**config.mk**
```make
export PLATFORM = sky130hd
export DESIGN_NAME = alu_arbiter_sequencer
export DESIGN_NICKNAME = d
export VERILOG_FILES = /design/src/rtl/alu_arbiter_sequencer.sv
export SDC_FILE = /design/constraint.sdc
export NUM_CORES = 1
export LEC_CHECK = 0
export BUFFER_PORTS_ARGS = -buffer_cell sky130_fd_sc_hd__buf_2
export CORE_ASPECT_RATIO = 1.5
export CORE_MARGIN = 2
export CORE_UTILIZATION = 30
export CTS_CLUSTER_SIZE = 12
export DETAILED_ROUTE_END_ITERATION = 6
export HOLD_SLACK_MARGIN = 0.02
export PLACE_DENSITY = 0.52
export SLEW_MARGIN = 20
export SYNTH_ARGS = -nofsm -noshare
export SYNTH_HDL_FRONTEND = slang
export SYNTH_SLANG_ARGS = --single-unit
```
**constraint.sdc**
```tcl
create_clock -name clk -period 1.7 [get_ports clk]
set_input_delay 0.085 -clock clk [delete_from_list [all_inputs] [get_ports clk]]
set_output_delay 0.085 -clock clk [all_outputs]
set_load 0.01 [all_outputs]
```
**src/rtl/alu_arbiter_sequencer.sv**
```systemverilog
// alu_arbiter_sequencer
// Round-robin arbiter in front of a fixed-latency ALU sequencer. Two
// requesters compete for one ALU operation at a time. The winner's command
// is latched at grant and walked through READ_A, READ_B, EXEC, WRITE and DONE,
// one cycle each, driving the register-file decoder and ALU selects.
//
// Ports
//   clk, lowRst                       clock (rising edge), async active-low reset
//   req0/req1                         operation request, held until its grant
//   cmdOp*, cmdSrcA*, cmdSrcB*, cmdDst*  command fields of each requester
//   sOverflow, sCarry, sNegative, sZero  ALU status flags from the datapath
//   gnt0/gnt1                         combinational grant pulse (IDLE only)
//   done0/done1                       registered pulse in the DONE cycle
//   rFlags                            {ovf, carry, neg, zero} captured leaving EXEC
//   sSelDecoA/B/C, sSelAlu            registered decoder and ALU selects
//   busy                              registered, high outside IDLE
module alu_arbiter_sequencer #(
  parameter int unsigned SELECTIONALU  = 3,
  parameter int unsigned SELECTIONDECO = 3
) (
  input  logic                     clk,
  input  logic                     lowRst,
  input  logic                     req0,
  input  logic                     req1,
  input  logic [SELECTIONALU-1:0]  cmdOp0,
  input  logic [SELECTIONALU-1:0]  cmdOp1,
  input  logic [SELECTIONDECO-1:0] cmdSrcA0,
  input  logic [SELECTIONDECO-1:0] cmdSrcA1,
  input  logic [SELECTIONDECO-1:0] cmdSrcB0,
  input  logic [SELECTIONDECO-1:0] cmdSrcB1,
  input  logic [SELECTIONDECO-1:0] cmdDst0,
  input  logic [SELECTIONDECO-1:0] cmdDst1,
  input  logic                     sOverflow,
  input  logic                     sCarry,
  input  logic                     sNegative,
  input  logic                     sZero,
  output logic                     gnt0,
  output logic                     gnt1,
  output logic                     done0,
  output logic                     done1,
  output logic [3:0]               rFlags,
  output logic [SELECTIONDECO-1:0] sSelDecoA,
  output logic [SELECTIONDECO-1:0] sSelDecoB,
  output logic [SELECTIONDECO-1:0] sSelDecoC,
  output logic [SELECTIONALU-1:0]  sSelAlu,
  output logic                     busy
);

  localparam int unsigned AW = SELECTIONALU;
  localparam int unsigned DW = SELECTIONDECO;
  localparam logic [DW-1:0] NO_WRITE = {DW{1'b1}};

  typedef enum logic [2:0] {
    IDLE   = 3'd0,
    READ_A = 3'd1,
    READ_B = 3'd2,
    EXEC   = 3'd3,
    WRITE  = 3'd4,
    DONE   = 3'd5
  } state_e;

  state_e        state_q, state_d;
  logic          last_q;          // id of the requester served last
  logic          id_q, id_d;
  logic [AW-1:0] op_q, op_d;
  logic [DW-1:0] srca_q, srca_d;
  logic [DW-1:0] srcb_q, srcb_d;
  logic [DW-1:0] dst_q, dst_d;

  logic win0_c, win1_c, grant_c;

  // Round-robin: on a tie the requester not served last wins.
  assign win0_c  = req0 & (~req1 | last_q);
  assign win1_c  = req1 & (~req0 | ~last_q);
  // Grant only from IDLE and never while reset is asserted.
  assign grant_c = lowRst & (state_q == IDLE) & (req0 | req1);
  assign gnt0    = grant_c & win0_c;
  assign gnt1    = grant_c & win1_c;

  // Command seen by the next state: winner's fields at grant, else the latch.
  always_comb begin
    id_d   = id_q;
    op_d   = op_q;
    srca_d = srca_q;
    srcb_d = srcb_q;
    dst_d  = dst_q;
    if (grant_c) begin
      id_d   = win1_c;
      op_d   = win1_c ? cmdOp1   : cmdOp0;
      srca_d = win1_c ? cmdSrcA1 : cmdSrcA0;
      srcb_d = win1_c ? cmdSrcB1 : cmdSrcB0;
      dst_d  = win1_c ? cmdDst1  : cmdDst0;
    end
  end

  // Next-state decode; unused encodings fall back to IDLE.
  always_comb begin
    state_d = IDLE;
    case (state_q)
      IDLE:    state_d = grant_c ? READ_A : IDLE;
      READ_A:  state_d = READ_B;
      READ_B:  state_d = EXEC;
      EXEC:    state_d = WRITE;
      WRITE:   state_d = DONE;
      DONE:    state_d = IDLE;
      default: state_d = IDLE;
    endcase
  end

  // State, latched command, flags and registered Moore outputs. Outputs are
  // decoded from the upcoming state so they line up with the state register.
  always_ff @(posedge clk or negedge lowRst) begin
    if (!lowRst) begin
      state_q   <= IDLE;
      last_q    <= 1'b1;
      id_q      <= 1'b0;
      op_q      <= '0;
      srca_q    <= '0;
      srcb_q    <= '0;
      dst_q     <= '0;
      rFlags    <= 4'b0000;
      done0     <= 1'b0;
      done1     <= 1'b0;
      busy      <= 1'b0;
      sSelDecoA <= '0;
      sSelDecoB <= '0;
      sSelDecoC <= NO_WRITE;
      sSelAlu   <= '0;
    end else begin
      state_q <= state_d;
      id_q    <= id_d;
      op_q    <= op_d;
      srca_q  <= srca_d;
      srcb_q  <= srcb_d;
      dst_q   <= dst_d;
      if (grant_c) begin
        last_q <= win1_c;
      end
      if (state_q == EXEC) begin
        rFlags <= {sOverflow, sCarry, sNegative, sZero};
      end

      busy  <= (state_d != IDLE);
      done0 <= (state_d == DONE) & ~id_d;
      done1 <= (state_d == DONE) &  id_d;

      sSelDecoA <= '0;
      sSelDecoB <= '0;
      sSelDecoC <= NO_WRITE;
      sSelAlu   <= '0;
      case (state_d)
        READ_A: begin
          sSelDecoA <= srca_d;
        end
        READ_B: begin
          sSelDecoA <= srca_d;
          sSelDecoB <= srcb_d;
        end
        EXEC: begin
          sSelDecoA <= srca_d;
          sSelDecoB <= srcb_d;
          sSelAlu   <= op_d;
        end
        WRITE: begin
          // An all-ones destination passes through unchanged: no write, same latency.
          sSelDecoA <= srca_d;
          sSelDecoB <= srcb_d;
          sSelDecoC <= dst_d;
          sSelAlu   <= op_d;
        end
        default: begin
        end
      endcase
    end
  end

endmodule
```
==> impl_metrics.json, run 1 <==
{
  "status": "complete, no violations",
  "num_io_pins": 53,
  "drtIter0Drc": 9,
  "synth_cells": 118,
  "core-area_um2": 4810,
  "finClkSkew_ns": 0.00645,
  "crit_chain": "a21boi_2 -> buf_6 -> and3_1 -> buf_2",
  "p_leak_uw": 0.000959,
  "ys_seq_elements": 36,
  "cp_max_fo": 12,
  "fin_setup_tns_ns": 0,
  "pre_cts_ws_ns": 0.213,
  "h-tree-depth": 2,
  "netSwitchingPower_uw": 1140,
  "pwr-share-comb_pct": 35.7,
  "wire_per_inst_um": 13.4,
  "crit_path_start_kind": "flop",
  "power_density_nw_per_um2": 1720,
  "crit_buf_inv": 2,
  "synthArstFlopShare_pct": 100,
  "fin_nets": 213,
  "ir_drop_v": 0.000594,
  "cts_tree": "yes",
  "fin_ws_ns": 0.0877,
  "dp_hpwl_um": 2380,
  "setup_viol_count_final": 0,
  "pwr-share-seq_pct": 42.4,
  "multi_input_area_um2": 538,
  "cts_sinks": 36,
  "synthesis.area_um2": 1490,
  "grt-ovfl-total": 0,
  "path_delay_family": "flip-flops",
  "portBuffers": 52,
  "min_period_ns": 1.61,
  "yosysWarnings": 0,
  "grt_pass1_vias": 1149,
  "grt_pass1_wl_um": 5320,
  "synth_edf_count": 0,
  "grt.total_usage_pct": 13.1,
  "worstSkewPairLatency_ns": 0.29,
  "ys_seq_area_share_pct": 60.7,
  "post_synth_num_cell_types": 26,
  "required_ns": 1.62,
  "grt_max_degree": 37,
  "switching_share_pct": 33.3,
  "ant_nets": 0,
  "drv_slew": 0,
  "fin_crit_sh_pct": 94.8,
  "yosys-top-cells-area": "dfrtp_1, a21oi_1, mux2i_1",
  "syn_area_per_cell_um2": 12.6,
  "drt_first_pass_iters": 4,
  "yosys.area.top_type": "dfrtp_1",
  "area_delta_synth_final_pct": 33.3,
  "initial_core_util_pct": 31.0,
  "antenna_cells": 0,
  "grt_antenna_before_repair": 0,
  "rsz0062_at_grt": "false",
  "cts_buffers": 5,
  "crit_arrival_ns": 1.53,
  "dieWidth_um": 61.6,
  "critPathCaptureType": "output port",
  "hp-class": "in -> reg",
  "final-seq-area_um2": 907,
  "synth_ff_type": "dfrtp_1",
  "slew-limit-headroom_pct": 70.2,
  "max_freq_mhz": 620,
  "fillerInstances": 500,
  "cp_slowest_cell": "dfstp_2",
  "syn-num-nets": 150,
  "path_clk_slew_ns": 0.08,
  "critPathMaxStageDelay_ns": 0.38,
  "clk_path_buf_depth": 2,
  "drive_above_1_share_pct": 48.4,
  "drcViolationCount": 0,
  "p_int_uw": 2280,
  "dieArea_um2": 5560,
  "synth.most_common_cell": "dfrtp_1",
  "netlist_top_cells_count": "dfrtp_1, a21oi_1, mux2i_1",
  "gp_congestion": 0.702,
  "synth_top_area_share_pct": 53.7,
  "pwr-share-clk_pct": 21.9,
  "path_class": "reg -> out",
  "routed_wl_um": 3330,
  "via_count": 1123,
  "worst_pin_slew_ns": 0.447,
  "vias_per_cell": 4.53,
  "fp.dieH_um": 90.4,
  "maxCapViolations": 0,
  "rows": 31,
  "clockRootBuffer": "clkbuf_8",
  "hold_viol_final": 0
}
-- layout by cell type, fill, tap and decap left out, types with 2 or more instances in the layout --
cell,netlist,final
a211oi_1,3,3
a21oi_1,24,24
and2_1,3,3
and3_1,2,2
buf_2,2,52
buf_4,2,9
clkbuf_8,0,5
dfrtp_1,32,31
dfstp_2,4,4
mux2_2,6,6
mux2i_1,12,12
nand2_1,3,3
nor2_1,3,3
nor2b_1,2,2
nor3b_1,3,3
o21ai_0,2,2
or2_2,3,3
-- logic make-up (layout without fill, tap and decap cells) --
group	Yosys count	count (layout)	synth area share, %
flops	36	36	60.7
xor+xnor	1	1	0.587
buf+inv	7	71	3.44
compound gates	34	34	12.8
mux	18	18	12.6
simple gates	22	22	9.82
-- through the flow --
stage	power [uW]	hold slack (ns)	utilization (%)	area, um2	std cells
floorplan	2210	-0.211	-	1490	118
finish	3420	0.0312	41.3	1990	248
global placement	2610	0.225	38.1	1830	235
CTS	3460	0.0235	41.2	1980	248
global route	3650	0.0345	41.3	1990	248
detailed placement	2660	0.225	38.1	1830	235
-- power groups by stage --
stage	combinational [uW]	clock, uW	sequential [uW]
final	1220	749	1450
after global routing	1360	806	1490
after CTS	1250	767	1450
after detailed placement	1200	0	1460
after global placement	1160	0	1450
after floorplan	693	0	1520
-- state kept, by name (all words and copies together), names as in the netlist --
register,flops
busy,1
done0,1
done1,1
dst_q,3
id_q,1
last_q,1
op_q,3
rFlags,4
sSelAlu,3
sSelDecoA,3
sSelDecoB,3
sSelDecoC,3
srca_q,3
srcb_q,3
state_q,3
-- per-layer routing --
metal / GRT usage [%] / vias to the layer above / part of all wire, %
met4: 5.67 / 0 / 1.4
met5: 0 / - / 0
met2: 21.6 / 32 / 54
li1: - / 543 / -
met1: 15.1 / 544 / 40
met3: 3.87 / 4 / 4.3
-- worst paths after layout --
kind / start / to / slack (ns) / depth (start not counted)
max in group asynchronous: lowRst / sSelDecoC[0]$_DFF_PN1_ / 0.93 / 3
worst max register to register: state_q[2]$_DFF_PN0_ / id_q$_DFF_PN0_ / 0.24 / 4
min in group asynchronous: lowRst / busy$_DFF_PN0_ / 0.42 / 3
worst min register to register: id_q$_DFF_PN0_ / done0$_DFF_PN0_ / 0.45 / 1
worst max-delay path: last_q$_DFFE_PN1N_ / gnt1 / 0.09 / 4
worst min-delay path: sNegative / rFlags[1]$_DFFE_PN0N_ / 0.03 / 2
-- layout make-up --
| cell class | count | area share, % |
|---|---|---|
| Clock buffer | 5 | 3.46 |
| Clock inverter | 3 | 2.14 |
| Multi-Input combinational cell | 75 | 27.1 |
| Sequential cell | 36 | 45.6 |
| Tap cell | 66 | 4.15 |
| Timing Repair Buffer | 63 | 17.6 |
-- what timing repair did --
action / CTS / global route
hold buffers: 1 / 0
setup buffers: 4 / 0
setup endpoints to repair: 1 / 1
endpoints found under the hold margin: 32 / 0
gates resized for setup: 0 / 2
pin swaps: 1 / 0
Power figures use the tool's default switching activity.
==> run 2, diff against run 1 <==
ABC_AREA = 1   (was default)
CORE_MARGIN = 5   (was 2)
CORE_UTILIZATION = 49   (was 30)
PLACE_DENSITY = 0.77   (was 0.52)
==> run 2 against run 1 <==
Clock skew shrank 0.0024 ns. Clock power shrank 25%. Count of clock-buffer cells in the layout grew 1. Non-clock buffer count grew 3. Sequential share of layout area shrank 1.3 points. Global-route usage grew 4.0 points. Critical path depth grew 4. Combinational power is essentially flat. Largest power group unchanged. Fmax grew 1.9%. Wire length grew 3.0%. Sequential power shrank 4%. Power shrank 7.2%.
==> impl_metrics.json, run 2 <==
{
  "status": "complete, no violations",
  "portBuffers": 52,
  "final_cell_mix": "nand2_1, buf_2, dfrtp_1",
  "grt.total_usage_pct": 17.1,
  "drive_above_1_share_pct": 34.3,
  "cts_sinks": 36,
  "pwr-share-comb_pct": 38.5,
  "r2r_slack_ns": 0.34,
  "setup_viol_count_final": 0,
  "synth_top_family_by_area": "simple AND/OR/NAND/NOR gates",
  "wire_per_inst_um": 12.0,
  "synth_ff_type": "dfrtp_1",
  "use_met3_pct": 7.80,
  "synth_cells": 177,
  "num_io_pins": 53,
  "fillerInstances": 287,
  "ant_nets": 0,
  "ys_seq_area_share_pct": 57.9,
  "pwr-share-clk_pct": 17.6,
  "synth-compound-area-share_pct": 5.36,
  "yosys.area.top_type": "dfrtp_1",
  "h-tree-depth": 2,
  "required_ns": 1.62,
  "slew-limit-headroom_pct": 80.6,
  "fp.dieH_um": 79.2,
  "final_cell_area_um2": 2040,
  "drv_slew": 0,
  "ys_seq_elements": 36,
  "critPathMaxStageDelay_ns": 0.52,
  "path_clk_slew_ns": 0.07,
  "netSwitchingPower_uw": 1170,
  "worstSkewPairLatency_ns": 0.28,
  "use_met1_pct": 16.7,
  "grt_pass1_wl_um": 5870,
  "synthArstFlopShare_pct": 100,
  "grt_pass1_vias": 1394,
  "p_int_uw": 2010,
  "synth_top_area_share_pct": 51.2,
  "critPathCaptureType": "output port",
  "synth.most_common_cell": "nand2_1",
  "crit_arrival_ns": 1.50,
  "dieArea_um2": 4450,
  "cts_buffers": 5,
  "dp_hpwl_um": 2500,
  "yosys.area_share.adder_pct": 0,
  "vias_per_cell": 4.68,
  "layout_commonest_cell": "nand2_1",
  "max_freq_mhz": 632,
  "gp_congestion": 0.791,
  "synthesis.area_um2": 1560,
  "dpl_cell_area_um2": 1860,
  "top_register": "rFlags",
  "crit_path_frequent_cell": "buf_2",
  "crit_buf_inv": 5,
  "fin_nets": 277,
  "netlist_top_cells_count": "nand2_1, dfrtp_1, inv_1",
  "grt_antenna_before_repair": 0,
  "yosysWarnings": 0,
  "cp_slowest_cell": "dlygate4sd3_1",
  "maxCapViolations": 0,
  "yosys-top-cells-area": "dfrtp_1, nand2_1, dfstp_2",
  "min_period_ns": 1.58,
  "hold_viol_final": 0,
  "path_delay_family": "buffers and inverters",
  "hp-class": "in -> reg",
  "post_synth_num_cell_types": 19,
  "grt_max_degree": 23,
  "switching_share_pct": 36.7,
  "initial_core_util_pct": 50.0,
  "cts_tree": "yes",
  "rows": 25,
  "fin_crit_sh_pct": 93.0,
  "finClkSkew_ns": 0.00407,
  "dieWidth_um": 56.1,
  "drt_first_pass_iters": 4,
  "final_core_util_pct": 65.3,
  "grtUsageMet2_pct": 30.3,
  "pwr-share-seq_pct": 43.8,
  "syn_area_per_cell_um2": 8.84,
  "grt-ovfl-total": 0,
  "grt-busiest-layer": "met2",
  "crit_path_start_kind": "input port",
  "rsz0062_at_grt": "false",
  "p_leak_uw": 0.00119,
  "area_delta_synth_final_pct": 30.6,
  "drtIter0Drc": 33,
  "holdWs_ns": 0.109,
  "cp_max_fo": 15,
  "fin_setup_tns_ns": 0,
  "routed_wl_um": 3430,
  "clk_path_buf_depth": 2,
  "via_count": 1333,
  "path_class": "in -> out",
  "fin_ws_ns": 0.118,
  "largest_reg_flops": 4,
  "synth-simple-area-share_pct": 30.0,
  "synth_edf_count": 0,
  "antenna_cells": 0,
  "crit_chain": "dlygate4sd3_1 -> buf_2 -> buf_6 -> nand2_4 -> nor2_8 -> nand2_1 -> inv_1 -> buf_2",
  "synthMuxAreaShare_pct": 0,
  "clockRootBuffer": "clkbuf_8",
  "drcViolationCount": 0,
  "worst_pin_slew_ns": 0.291,
  "core-area_um2": 3130,
  "synthXorXnorAreaFrac_pct": 0,
  "ir_drop_v": 0.000987,
  "power_density_nw_per_um2": 1550,
  "pre_cts_ws_ns": 0.277,
  "syn-num-nets": 209
}
==> run 2: final cells by class <==
class / count / area (um2) / share of cell area [%]
Timing Repair Buffer: 66 / 382 / 18.7
Inverter: 15 / 56.3 / 2.76
Tap cell: 40 / 50.0 / 2.45
Sequential cell: 36 / 906 / 44.4
Clock inverter: 1 / 5.00 / 0.245
Multi-Input combinational cell: 121 / 571 / 27.9
Clock buffer: 6 / 72.6 / 3.55
==> run 2: worst register-to-register path: cells and delay by family (launching register included) <==
family | cells | cell delay (ns)
compound gates | 2 | 0.14
buf+inv | 2 | 0.24
flops | 1 | 0.54
simple gates | 4 | 0.36
==> run 2: through the flow <==
stage / total power (uW) / std cells
floorplan: 2180 / 177
CTS: 3150 / 280
detailed placement: 2550 / 268
global route: 3440 / 285
global placement: 2520 / 268
finish: 3170 / 285
==> run 2: cell families after synthesis <==
logic type	after synthesis
AND/OR/NAND/NOR	105
AO/OA/AOI/OAI	16
flip-flops	36
buffers and inverters	20
==> run 2: final timing paths <==
kind / start / endpoint / cells past startpoint
min in group asynchronous: lowRst / state_q[2]$_DFF_PN0_ / 3
worst max register to register: last_q$_DFFE_PN1N_ / srcb_q[1]$_DFF_PN0_ / 8
worst max-delay path: lowRst / gnt1 / 8
worst min register to register: dst_q[1]$_DFF_PN0_ / dst_q[1]$_DFF_PN0_ / 2
worst min-delay path: cmdSrcA0[0] / srca_q[0]$_DFF_PN0_ / 5
max in group asynchronous: lowRst / sSelDecoC[2]$_DFF_PN1_ / 3
==> run 2: power groups by stage <==
stage | logic (uW) | clock network, uW | registers [uW]
finish | 1220 | 560 | 1390
global route | 1390 | 611 | 1440
CTS | 1180 | 574 | 1390
detailed placement | 1150 | 0 | 1400
global placement | 1130 | 0 | 1390
floorplan | 700 | 0 | 1480
==> run 2: layer usage <==
| layer | wire (um) | vias up | part of all wire [%] |
|---|---|---|---|
| met1 | 1340 | 597 | 39 |
| li1 | - | 681 | - |
| met3 | 321 | 8 | 9.4 |
| met5 | 0 | - | 0 |
| met4 | 85 | 0 | 2.5 |
| met2 | 1680 | 47 | 49 |
==> run 2: repair_timing <==
action	CTS	global route
endpoints found under the setup margin	2	2
pin swaps	0	2
setup buffers	0	5
hold buffers	5	0
hold endpoints to repair	38	0
gates resized for setup	2	4
==> run 3, diff against run 2 <==
CORE_ASPECT_RATIO = default   (was 1.5)
==> run 3 against run 2 <==
Register-to-register slack lost 0.02 ns. Die area is 0.53% lower. Combinational power hardly changed. Final cell count up 0.70%. Power down 3.0%. Worst setup slack got worse by 0.069 ns. Fmax is 4.2% lower. Global-route usage rose by 0.53 points. Critical path type is now reg -> out. Largest cell class unchanged. Largest power group unchanged.
==> impl_metrics.json, run 3 (synthesis results as in run 2) <==
{
  "setup_viol_count_final": 0,
  "crit_chain": "nand2_2 -> nand2_4 -> inv_1 -> nand2_2 -> inv_1 -> buf_2",
  "layout_commonest_cell": "nand2_1",
  "path_clk_slew_ns": 0.10,
  "required_ns": 1.62,
  "drv_slew": 0,
  "drive_above_1_share_pct": 32.5,
  "initial_core_util_pct": 51.2,
  "hp-class": "in -> reg",
  "clockRootBuffer": "clkbuf_4",
  "vias_per_cell": 4.69,
  "gp_congestion": 0.841,
  "hold_viol_final": 0,
  "dieWidth_um": 66.5,
  "power_density_nw_per_um2": 1540,
  "grt_pass1_wl_um": 5820,
  "grt.total_usage_pct": 17.7,
  "dieArea_um2": 4420,
  "dp_hpwl_um": 2430,
  "drtIter0Drc": 74,
  "h-tree-depth": 2,
  "path_class": "reg -> out",
  "num_io_pins": 53,
  "status": "complete, no violations",
  "top_register": "rFlags",
  "critPathCaptureType": "output port",
  "drt_first_pass_iters": 4,
  "cts_tree": "yes",
  "cp_slowest_cell": "dfstp_2",
  "portBuffers": 52,
  "crit_buf_inv": 3,
  "fin_ws_ns": 0.0495,
  "ir_drop_v": 0.000574,
  "fin_nets": 274,
  "grt_pass1_vias": 1346,
  "wire_per_inst_um": 12.0,
  "core-area_um2": 3050,
  "finClkSkew_ns": 0.00823,
  "final_cell_mix": "nand2_1, buf_2, dfrtp_1",
  "routed_wl_um": 3440,
  "maxCapViolations": 0,
  "rows": 20,
  "cts_sinks": 36,
  "clk_path_buf_depth": 2,
  "min_period_ns": 1.65,
  "crit_arrival_ns": 1.57,
  "max_freq_mhz": 606,
  "slew-limit-headroom_pct": 71.8,
  "design_power_total_uw": 3080,
  "final_core_util_pct": 65.7,
  "worst_pin_slew_ns": 0.421,
  "rsz0062_at_grt": "true",
  "area_delta_synth_final_pct": 28.2,
  "via_count": 1346,
  "grt_max_degree": 28,
  "largest_reg_flops": 4,
  "critPathMaxStageDelay_ns": 0.55,
  "crit_path_start_kind": "flop",
  "worstSkewPairLatency_ns": 0.33,
  "fp.dieH_um": 66.5,
  "ant_nets": 0,
  "drcViolationCount": 0,
  "antenna_cells": 0,
  "pre_cts_ws_ns": 0.257,
  "path_delay_family": "flip-flops",
  "cp_max_fo": 8,
  "fin_crit_sh_pct": 97.1,
  "cts_buffers": 5,
  "grt_antenna_before_repair": 0,
  "grt-ovfl-total": 0,
  "p_leak_uw": 0.00116
}
## run 3: final timing paths
kind,endpoint,from,depth (start not counted),slack [ns]
min reg2reg,last_q$_DFFE_PN1N_,last_q$_DFFE_PN1N_,2,0.49
max reg2reg,sSelAlu[0]$_DFF_PN0_,state_q[0]$_DFF_PN0_,6,0.32
min in group asynchronous,srcb_q[0]$_DFF_PN0_,lowRst,3,0.38
min,op_q[2]$_DFF_PN0_,cmdOp0[2],5,0.05
max in group asynchronous,sSelDecoC[2]$_DFF_PN1_,lowRst,3,0.52
max,gnt1,last_q$_DFFE_PN1N_,6,0.05
## run 3: routing by layer
| metal | track usage [%] | vias to the layer above | part of all wire, % |
|---|---|---|---|
| met5 | 0 | - | 0 |
| met4 | 9.39 | 0 | 1.9 |
| met3 | 3.88 | 5 | 4.6 |
| met2 | 29.6 | 38 | 51 |
| met1 | 21.0 | 627 | 43 |
| li1 | - | 676 | - |
## run 3: cell type report
class | instances | area [um2]
well taps | 44 | 55.1
clock buffers | 8 | 58.8
flip-flops and latches | 36 | 906
multi-input cells | 121 | 571
fillers | 260 | 1050
repair buffers | 63 | 358
inverters | 15 | 56.3
## run 3: tightest hold or removal path, delay by kind of cell
family | cells | cell delay [ns]
buffers and inverters | 1 | 0.07
and+or+nand+nor | 4 | 0.19
## run 3: through the flow
step | setup TNS (ns) | hold WS [ns] | instance area, um2 | instances
final | 0 | 0.0548 | 2000 | 287
after global routing | -0.0738 | 0.0657 | 2000 | 287
after CTS | 0 | 0.0466 | 1990 | 287
after detailed placement | 0 | -0.0104 | 1850 | 270
after global placement | 0 | -0.0153 | 1850 | 270
after floorplan | 0 | -0.211 | 1560 | 177
## run 3: report_power, final
group          internal (uW)  leakage [uW]  switching, uW
registers               1240      0.000450            153
logic                    472      0.000679            753
clock network            204     0.0000326            254
total                   1920       0.00116           1160
## run 3: what timing repair did
item	4_1_cts	5_1_grt
gates cloned	0	0
endpoints found under the hold margin	13	0
hold buffers	6	0
gates resized for setup	2	2
buffers inserted	3	0
pin swaps	2	0
setup endpoints to repair	2	2
